<file path="src/rtl/awg_pkg.sv">
// Shared types and constants for the PMOD arbitrary-waveform burst sequencer.
// Latency: n/a (declarations only).
// Backpressure: n/a.
//
// Contents: waveform shape and FSM state enums, power-on configuration
// defaults, the largest supported log2(samples per cycle) and a clamp helper.
package awg_pkg;

  localparam int unsigned PLOG2_MAX = 8;

  typedef enum logic [1:0] {
    SQUARE = 2'd0,
    SAW    = 2'd1,
    TRI    = 2'd2,
    DC     = 2'd3
  } shape_e;

  typedef enum logic [1:0] {
    IDLE = 2'd0,
    RUN  = 2'd1,
    DONE = 2'd2
  } state_e;

  // Configuration loaded by reset: 128-sample square wave at full rate, amplitude 128, continuous.
  localparam shape_e      DEF_SHAPE  = SQUARE;
  localparam logic [3:0]  DEF_PLOG2  = 4'd7;
  localparam logic [7:0]  DEF_AMP    = 8'd128;
  localparam int unsigned DEF_DIV    = 1;
  localparam int unsigned DEF_CYCLES = 0;

  // Limit the requested log2(samples per cycle) to what the phase counter can hold.
  function automatic logic [3:0] clamp_plog2(input logic [3:0] k, input int unsigned kmax);
    logic [3:0] kmax_w;
    kmax_w = 4'(kmax);
    return (k > kmax_w) ? kmax_w : k;
  endfunction

endpackage

</file>
<file path="src/rtl/awg_shape_calc.sv">
// Maps (shape, phase, log2 period, amplitude) to an 8-bit sample value.
// Latency: combinational; the sequencer registers the result.
// Backpressure: none.
//
// Ports: shape/ph/k/amp in, value out. Products are formed at 16 bits and
// the shifted result is truncated to 8 bits.
module awg_shape_calc import awg_pkg::*; #(
  parameter int unsigned PH_W = 8
) (
  input  shape_e          shape,
  input  logic [PH_W-1:0] ph,
  input  logic [3:0]      k,
  input  logic [7:0]      amp,
  output logic [7:0]      value
);

  logic [15:0] ph_w;
  logic [15:0] amp_w;
  logic [15:0] p_w;
  logic [15:0] half_w;
  logic [15:0] prod_w;

  always_comb begin
    ph_w   = 16'(ph);
    amp_w  = {8'h00, amp};
    p_w    = 16'(1) << k;
    half_w = p_w >> 1;
    prod_w = 16'h0000;
    value  = 8'h00;
    case (shape)
      // A one-sample period has no low half, so it sits at the amplitude.
      SQUARE: value = ((k == 4'd0) || (ph_w < half_w)) ? amp : 8'h00;
      SAW: begin
        prod_w = (ph_w * amp_w) >> k;
        value  = prod_w[7:0];
      end
      TRI: begin
        // The falling half mirrors the rising half about P-1, so sample P-1 returns to 0.
        if (ph_w < half_w) prod_w = ((ph_w << 1) * amp_w) >> k;
        else               prod_w = (((p_w - 16'd1 - ph_w) << 1) * amp_w) >> k;
        value = prod_w[7:0];
      end
      default: value = amp;
    endcase
  end

endmodule

</file>
<file path="src/rtl/awg_sequencer.sv">
// Burst sequencer: latches a waveform config and plays N cycles (or forever) onto the PMOD sample bus.
// Latency: first sample one cycle after start; each sample held cfg_div cycles.
// Backpressure: cfg_ready only in IDLE (and not in reset); start outside IDLE is ignored; abort always wins.
//
// Ports: ref_clk/rst (sync, active high); cfg_valid/cfg_ready handshake with
// cfg_shape/plog2/amp/div/cycles; start/abort controls; sample + sample_strobe
// to the pins; busy (RUN), done (completion pulse), led (toggles per cycle).
module awg_sequencer #(
  parameter int unsigned DIV_WIDTH = 16,
  parameter int unsigned CYC_WIDTH = 8,
  parameter int unsigned PLOG2_MAX = awg_pkg::PLOG2_MAX
) (
  input  logic                 ref_clk,
  input  logic                 rst,
  input  logic                 cfg_valid,
  output logic                 cfg_ready,
  input  logic [1:0]           cfg_shape,
  input  logic [3:0]           cfg_plog2,
  input  logic [7:0]           cfg_amp,
  input  logic [DIV_WIDTH-1:0] cfg_div,
  input  logic [CYC_WIDTH-1:0] cfg_cycles,
  input  logic                 start,
  input  logic                 abort,
  output logic [7:0]           sample,
  output logic                 sample_strobe,
  output logic                 busy,
  output logic                 done,
  output logic                 led
);
  import awg_pkg::*;

  state_e                 state_q,   state_d;
  shape_e                 shape_q,   shape_d;
  logic [3:0]             k_q,       k_d;
  logic [7:0]             amp_q,     amp_d;
  logic [DIV_WIDTH-1:0]   div_q,     div_d;
  logic [CYC_WIDTH-1:0]   cycles_q,  cycles_d;
  logic [DIV_WIDTH-1:0]   div_cnt_q, div_cnt_d;
  logic [PLOG2_MAX-1:0]   ph_q,      ph_d;
  logic [CYC_WIDTH-1:0]   cyc_cnt_q, cyc_cnt_d;
  logic [7:0]             sample_q,  sample_d;
  logic                   strobe_q,  strobe_d;
  logic                   busy_q,    busy_d;
  logic                   done_q,    done_d;
  logic                   led_q,     led_d;

  logic                   cfg_fire;
  shape_e                 eff_shape;
  logic [3:0]             eff_k;
  logic [7:0]             eff_amp;
  logic [PLOG2_MAX:0]     p_full;
  logic [PLOG2_MAX-1:0]   ph_last;
  logic [PLOG2_MAX-1:0]   ph_nxt;
  logic                   ph_wrap;
  logic                   div_last;
  logic [CYC_WIDTH-1:0]   cyc_inc;
  logic [PLOG2_MAX-1:0]   calc_ph;
  logic [7:0]             calc_val;

  // Effective config: a handshake in the same cycle as start must shape the very first sample.
  always_comb begin
    cfg_ready = (state_q == IDLE) && !rst;
    cfg_fire  = cfg_valid && cfg_ready;
    eff_shape = cfg_fire ? shape_e'(cfg_shape) : shape_q;
    eff_k     = cfg_fire ? clamp_plog2(cfg_plog2, PLOG2_MAX) : k_q;
    eff_amp   = cfg_fire ? cfg_amp : amp_q;
    p_full    = (PLOG2_MAX + 1)'(1) << k_q;
    ph_last   = PLOG2_MAX'(p_full - 1);
    ph_wrap   = (ph_q == ph_last);
    ph_nxt    = ph_wrap ? '0 : ph_q + PLOG2_MAX'(1);
    div_last  = (div_cnt_q == div_q - DIV_WIDTH'(1));
    cyc_inc   = cyc_cnt_q + CYC_WIDTH'(1);
    // In IDLE the next sample is always phase 0; in RUN it is the upcoming phase.
    calc_ph   = (state_q == IDLE) ? '0 : ph_nxt;
  end

  awg_shape_calc #(.PH_W(PLOG2_MAX)) u_shape_calc (
    .shape (eff_shape),
    .ph    (calc_ph),
    .k     (eff_k),
    .amp   (eff_amp),
    .value (calc_val)
  );

  always_comb begin
    state_d   = state_q;
    shape_d   = eff_shape;
    k_d       = eff_k;
    amp_d     = eff_amp;
    div_d     = div_q;
    cycles_d  = cycles_q;
    div_cnt_d = div_cnt_q;
    ph_d      = ph_q;
    cyc_cnt_d = cyc_cnt_q;
    sample_d  = sample_q;
    strobe_d  = 1'b0;
    busy_d    = busy_q;
    done_d    = 1'b0;
    led_d     = led_q;

    if (cfg_fire) begin
      div_d    = (cfg_div == '0) ? DIV_WIDTH'(1) : cfg_div;
      cycles_d = cfg_cycles;
    end

    case (state_q)
      IDLE: begin
        if (start) begin
          state_d   = RUN;
          busy_d    = 1'b1;
          sample_d  = calc_val;
          strobe_d  = 1'b1;
          ph_d      = '0;
          div_cnt_d = '0;
          cyc_cnt_d = '0;
        end
      end
      RUN: begin
        if (div_last) begin
          div_cnt_d = '0;
          ph_d      = ph_nxt;
          sample_d  = calc_val;
          strobe_d  = 1'b1;
          if (ph_wrap) begin
            cyc_cnt_d = cyc_inc;
            led_d     = ~led_q;
            // Finite burst: the just-finished cycle was the last one.
            if ((cycles_q != '0) && (cyc_inc == cycles_q)) begin
              state_d  = DONE;
              busy_d   = 1'b0;
              done_d   = 1'b1;
              sample_d = 8'h00;
              strobe_d = 1'b0;
            end
          end
        end else begin
          div_cnt_d = div_cnt_q + DIV_WIDTH'(1);
        end
      end
      DONE:    state_d = IDLE;
      default: state_d = IDLE;
    endcase

    // Abort overrides everything above, including a start in the same cycle.
    if (abort) begin
      state_d   = IDLE;
      busy_d    = 1'b0;
      done_d    = 1'b0;
      sample_d  = 8'h00;
      strobe_d  = 1'b0;
      led_d     = led_q;
      ph_d      = '0;
      div_cnt_d = '0;
      cyc_cnt_d = '0;
    end
  end

  always_ff @(posedge ref_clk) begin
    if (rst) begin
      state_q   <= IDLE;
      shape_q   <= DEF_SHAPE;
      k_q       <= DEF_PLOG2;
      amp_q     <= DEF_AMP;
      div_q     <= DIV_WIDTH'(DEF_DIV);
      cycles_q  <= CYC_WIDTH'(DEF_CYCLES);
      div_cnt_q <= '0;
      ph_q      <= '0;
      cyc_cnt_q <= '0;
      sample_q  <= 8'h00;
      strobe_q  <= 1'b0;
      busy_q    <= 1'b0;
      done_q    <= 1'b0;
      led_q     <= 1'b0;
    end else begin
      state_q   <= state_d;
      shape_q   <= shape_d;
      k_q       <= k_d;
      amp_q     <= amp_d;
      div_q     <= div_d;
      cycles_q  <= cycles_d;
      div_cnt_q <= div_cnt_d;
      ph_q      <= ph_d;
      cyc_cnt_q <= cyc_cnt_d;
      sample_q  <= sample_d;
      strobe_q  <= strobe_d;
      busy_q    <= busy_d;
      done_q    <= done_d;
      led_q     <= led_d;
    end
  end

  assign sample        = sample_q;
  assign sample_strobe = strobe_q;
  assign busy          = busy_q;
  assign done          = done_q;
  assign led           = led_q;

endmodule

</file>
<file path="config.mk">
export PLATFORM = sky130hd
export DESIGN_NAME = awg_sequencer
export DESIGN_NICKNAME = d
export VERILOG_FILES = /design/src/rtl/awg_pkg.sv /design/src/rtl/awg_shape_calc.sv /design/src/rtl/awg_sequencer.sv
export SDC_FILE = /design/constraint.sdc
export NUM_CORES = 1
export LEC_CHECK = 0
export ABC_AREA = 0
export BUFFER_PORTS_ARGS = -buffer_cell sky130_fd_sc_hd__buf_2
export CAP_MARGIN = 20
export CORE_MARGIN = 5
export CORE_UTILIZATION = 34
export DETAILED_ROUTE_END_ITERATION = 10
export GPL_TIMING_DRIVEN = 0
export SYNTH_ARGS = -nofsm -noshare
export SYNTH_HDL_FRONTEND = slang
export SYNTH_SLANG_ARGS = --single-unit
</file>
<file path="constraint.sdc">
create_clock -name ref_clk -period 10.1 [get_ports ref_clk]
set_clock_uncertainty 0.1 [all_clocks]
set_input_delay 0.505 -clock ref_clk [delete_from_list [all_inputs] [get_ports ref_clk]]
set_output_delay 0.505 -clock ref_clk [all_outputs]
set_load 0.02 [all_outputs]
</file>
==> results.sh <==
export IMPL_totalPowerFinal_w=0.00188
export IMPL_summed_instance_area_of_the_synthesized_netlist_mm2=0.0113
export IMPL_clock_fmax_mhz=103
export IMPL_core_area_mm2=0.0326
export IMPL_met2_layer_usage_reported_by_global_route_pct=31.8
export IMPL_routed_wirelength_um=35700
export IMPL_synth_yosys_seq_area_share_pct=14.9
export IMPL_p_int_w=0.00101
export IMPL_synthDistinctLibCells=87
export IMPL_critical_path_type="flip-flop to flip-flop"
export IMPL_initial_utilization_pct=34.5
export IMPL_worstPathRequired_ns=10.26
export IMPL_swShare_pct=46.3
export IMPL_synth_top_cells_by_count="sky130_fd_sc_hd__nand2_1, sky130_fd_sc_hd__nor2_1, sky130_fd_sc_hd__inv_1, sky130_fd_sc_hd__fa_1, sky130_fd_sc_hd__dfxtp_1"
export IMPL_layout_area_overhead_vs_synth_pct=12.7
export IMPL_syn_instance_count=1465
export IMPL_antenna_found_initial=3
export IMPL_yosys_cell_count_top_type="sky130_fd_sc_hd__nand2_1"
export IMPL_die_height_um=192
export IMPL_power_density_of_the_placed_cells_mw_per_mm2=148
export IMPL_port_buffers=54
export IMPL_synth_ff_type="sky130_fd_sc_hd__dfxtp_1"
export IMPL_synth_largest_type_area_fraction_pct=16.2
export IMPL_postSynth_asyncResetShare_pct=0
export IMPL_place_congestion=0.940
export IMPL_relative_contribution_of_combinational_cells_to_total_power_pct=62.6
export IMPL_vias_in_the_first_global_route=10600
export IMPL_layout_nets=1759
export IMPL_dieArea_mm2=0.0368
export IMPL_fraction_of_power_consumed_by_the_clock_network_pct=18.5
export IMPL_critical_path_max_fanout=10
export IMPL_synth_top_cell_by_area="sky130_fd_sc_hd__fa_1"
export IMPL_busiest_layer="met2"
export IMPL_die_w_um=192
export IMPL_reg2reg_slack_ns=0.44
export IMPL_clk_latency_worst_skew_pair_ns=0.35
export IMPL_final_period_utilization_pct=95.7
export IMPL_timing_critical_path_mode_cell="sky130_fd_sc_hd__fa_1"
export IMPL_crit_path_top_delay_cell="sky130_fd_sc_hd__or4b_4"
export IMPL_ctsHoldBuffers=0
export IMPL_final_report_max_slew_violation_count=0
export IMPL_final_hold_worst_slack_ns=0.236
export IMPL_vias_after_detailed_routing=10700
export IMPL_yosys_register_bits=84
export IMPL_place_detailed_hpwl_um=28800
export IMPL_number_of_enable_type_register_cells_in_the_synthesized_netlist=0
export IMPL_detailedRoute_firstPassIterationCount=5
export IMPL_max_capacitance_violation_total=0
export IMPL_critPathArrivalTime_ns=9.83
export IMPL_grt_met1_usage_pct=26.6
export IMPL_numClockSinks=84
export IMPL_remaining_drc_errors=0
export IMPL_setup_violations=0
export IMPL_post_route_cells_drive_above_1_share_pct=10.3
export IMPL_cts_max_path_buffers=2
export IMPL_average_footprint_of_a_synthesized_cell_um2=7.68
export IMPL_dp_cells=1962
export IMPL_ant_nets=0
export IMPL_clkTransAtPathRegs_ns=0.07
export IMPL_hold_viol=0
export IMPL_nFillCells=3437
export IMPL_pin_count_of_the_biggest_net_entering_global_routing=17
export IMPL_timing_slew_headroom_pct=33.6
export IMPL_rows=66
export IMPL_io_pins=56
export IMPL_globalRoute_totalOverflow=0
export IMPL_tightestPinTransition_ns=0.992
export IMPL_drt_wirelength_per_cell_um=17.9
export IMPL_grt_pass1_wl_um=57100
export IMPL_period_minus_slack_ns=9.66
export IMPL_grtUsageMet3_pct=2.67
export IMPL_largest_cells_by_area_after_synthesis="sky130_fd_sc_hd__fa_1, sky130_fd_sc_hd__dfxtp_1, sky130_fd_sc_hd__ha_1"
export IMPL_clock_tree_root_cell="sky130_fd_sc_hd__clkbuf_16"
export IMPL_route_detailed_vias_per_inst=5.38
export IMPL_power_static_leakage_nw=5.50
export IMPL_first_iter_violations=1014
export IMPL_power_switching_w=0.000871
export IMPL_hold_path_class="primary input to flip-flop"
export IMPL_setup_worst_path_end_class="flip-flop"
export IMPL_crit_path_start_kind="flip-flop"
export IMPL_yosysWarningCount=0
export IMPL_tritoncts="yes"
export IMPL_post_layout_nonfiller_instances=1991
export IMPL_status="completed"
export IMPL_power_share_sequential_pct=18.9
export IMPL_synthesis_nets=1681
export IMPL_cts_made_buffers=9
export IMPL_ir_worst_vdd_uv=110
export IMPL_cts_htree_levels=3
export IMPL_critPathMaxStageDelay_ns=0.56
export IMPL_grtUsageTotal_pct=19.4
==> final cells by class <==
class / instances / area, um2 / area share, %
Timing Repair Buffer: 69 / 383 / 3.02
Clock inverter: 6 / 76.3 / 0.602
Multi-Input combinational cell: 1185 / 9000 / 70.9
Buffer: 59 / 256 / 2.02
Inverter: 135 / 510 / 4.02
Antenna cell: 1 / 2.50 / 0.0197
Sequential cell: 84 / 1680 / 13.3
Clock buffer: 10 / 229 / 1.80
Tap cell: 442 / 553 / 4.36
==> cells by family after synthesis <==
group,count (synthesis),synth area share [%]
adders and majority gates,173,25.3
DFF,84,14.9
buffers and inverters,196,6.81
muxes,31,3.07
xor gates and xnor gates,92,7.40
AOI/OAI and AO/OA,279,16.5
and+or+nand+nor,610,26.0
==> flip-flops by register name (all words and copies together) (netlist names), 2 cells and up <==
name and cells:
div_cnt_q 16, div_q 16, amp_q 8, cyc_cnt_q 8, cycles_q 8, ph_q 8
sample 8, k_q 4, shape_q 2, state_q 2
==> worst paths after layout <==
check                           start                        to  depth (start not counted)
max reg2reg         k_q[1]$_SDFF_PP1_    sample[1]$_SDFFE_PP0P_                         37
min                     cfg_cycles[4]  cycles_q[4]$_SDFFE_PP0P_                          3
max                 k_q[1]$_SDFF_PP1_    sample[1]$_SDFFE_PP0P_                         37
min reg2reg  cycles_q[3]$_SDFFE_PP0P_  cycles_q[3]$_SDFFE_PP0P_                          2
==> through the flow <==
stage	util (%)	area (um2)	setup slack, ns	setup TNS [ns]
2_1_floorplan	-	11300	0.873	0
3_3_place_gp	37.0	12100	-0.777	-5.86
3_5_place_dp	37.1	12100	-0.802	-6.01
4_1_cts	38.3	12500	0.00847	0
5_1_grt	38.9	12700	-0.0151	-0.0311
6_report	38.9	12700	0.435	0
==> what timing repair did <==
item | 4_1_cts | 5_1_grt
endpoints found under the setup margin | 8 | 8
hold endpoints to repair | 0 | 0
setup buffers | 5 | 9
pin swaps | 2 | 9
gates resized for setup | 13 | 32
==> worst max-delay path: cells and delay by family (launching register included) <==
kind	cells	cell delay [ns]
buffers and inverters	7	0.93
xor gates and xnor gates	4	1.05
and+or+nand+nor	6	1.44
DFF	1	0.30
AOI/OAI and AO/OA	13	2.67
adders and majority gates	7	3.06
==> power groups by stage <==
stage / Sequential, W / Combinational, W / Clock, W
final: 0.000355 / 0.00118 / 0.000349
after global routing: 0.000357 / 0.00132 / 0.000371
after CTS: 0.000355 / 0.00116 / 0.000357
after detailed placement: 0.000362 / 0.00113 / 0
after global placement: 0.000362 / 0.00112 / 0
after floorplan: 0.000360 / 0.000843 / 0
==> metal layers <==
layer  up-vias  part of all wire, %  wire length, um
met5         -                0.095               34
met4         4                  3.1             1120
met3        55                  5.2             1860
met2       307                   45            16200
met1      5178                   46            16400
li1       5159                    -                -
==> cells in the final DEF (no fill, tap or decap), drive strengths merged, types with 7 or more instances in the layout <==
master  instances
nor2          180
or2             7
nor4           21
nand2         212
a21o           22
fa             91
nor3           23
o31ai           7
inv           138
a211oi          9
a22oi          12
mux2i          23
nand2b         13
and2           21
nand3b         26
nand3          33
xnor2          58
a21oi          76
o21bai         12
and3           14
dfxtp          84
xor2           32
buf            83
nor2b          12
o211ai         11
mux2            8
or3            10
nand4          10
o21ai          59
ha             82
a31oi          16
nor3b           8
clkbuf         55
No activity file was read; power rests on OpenSTA's default activity.
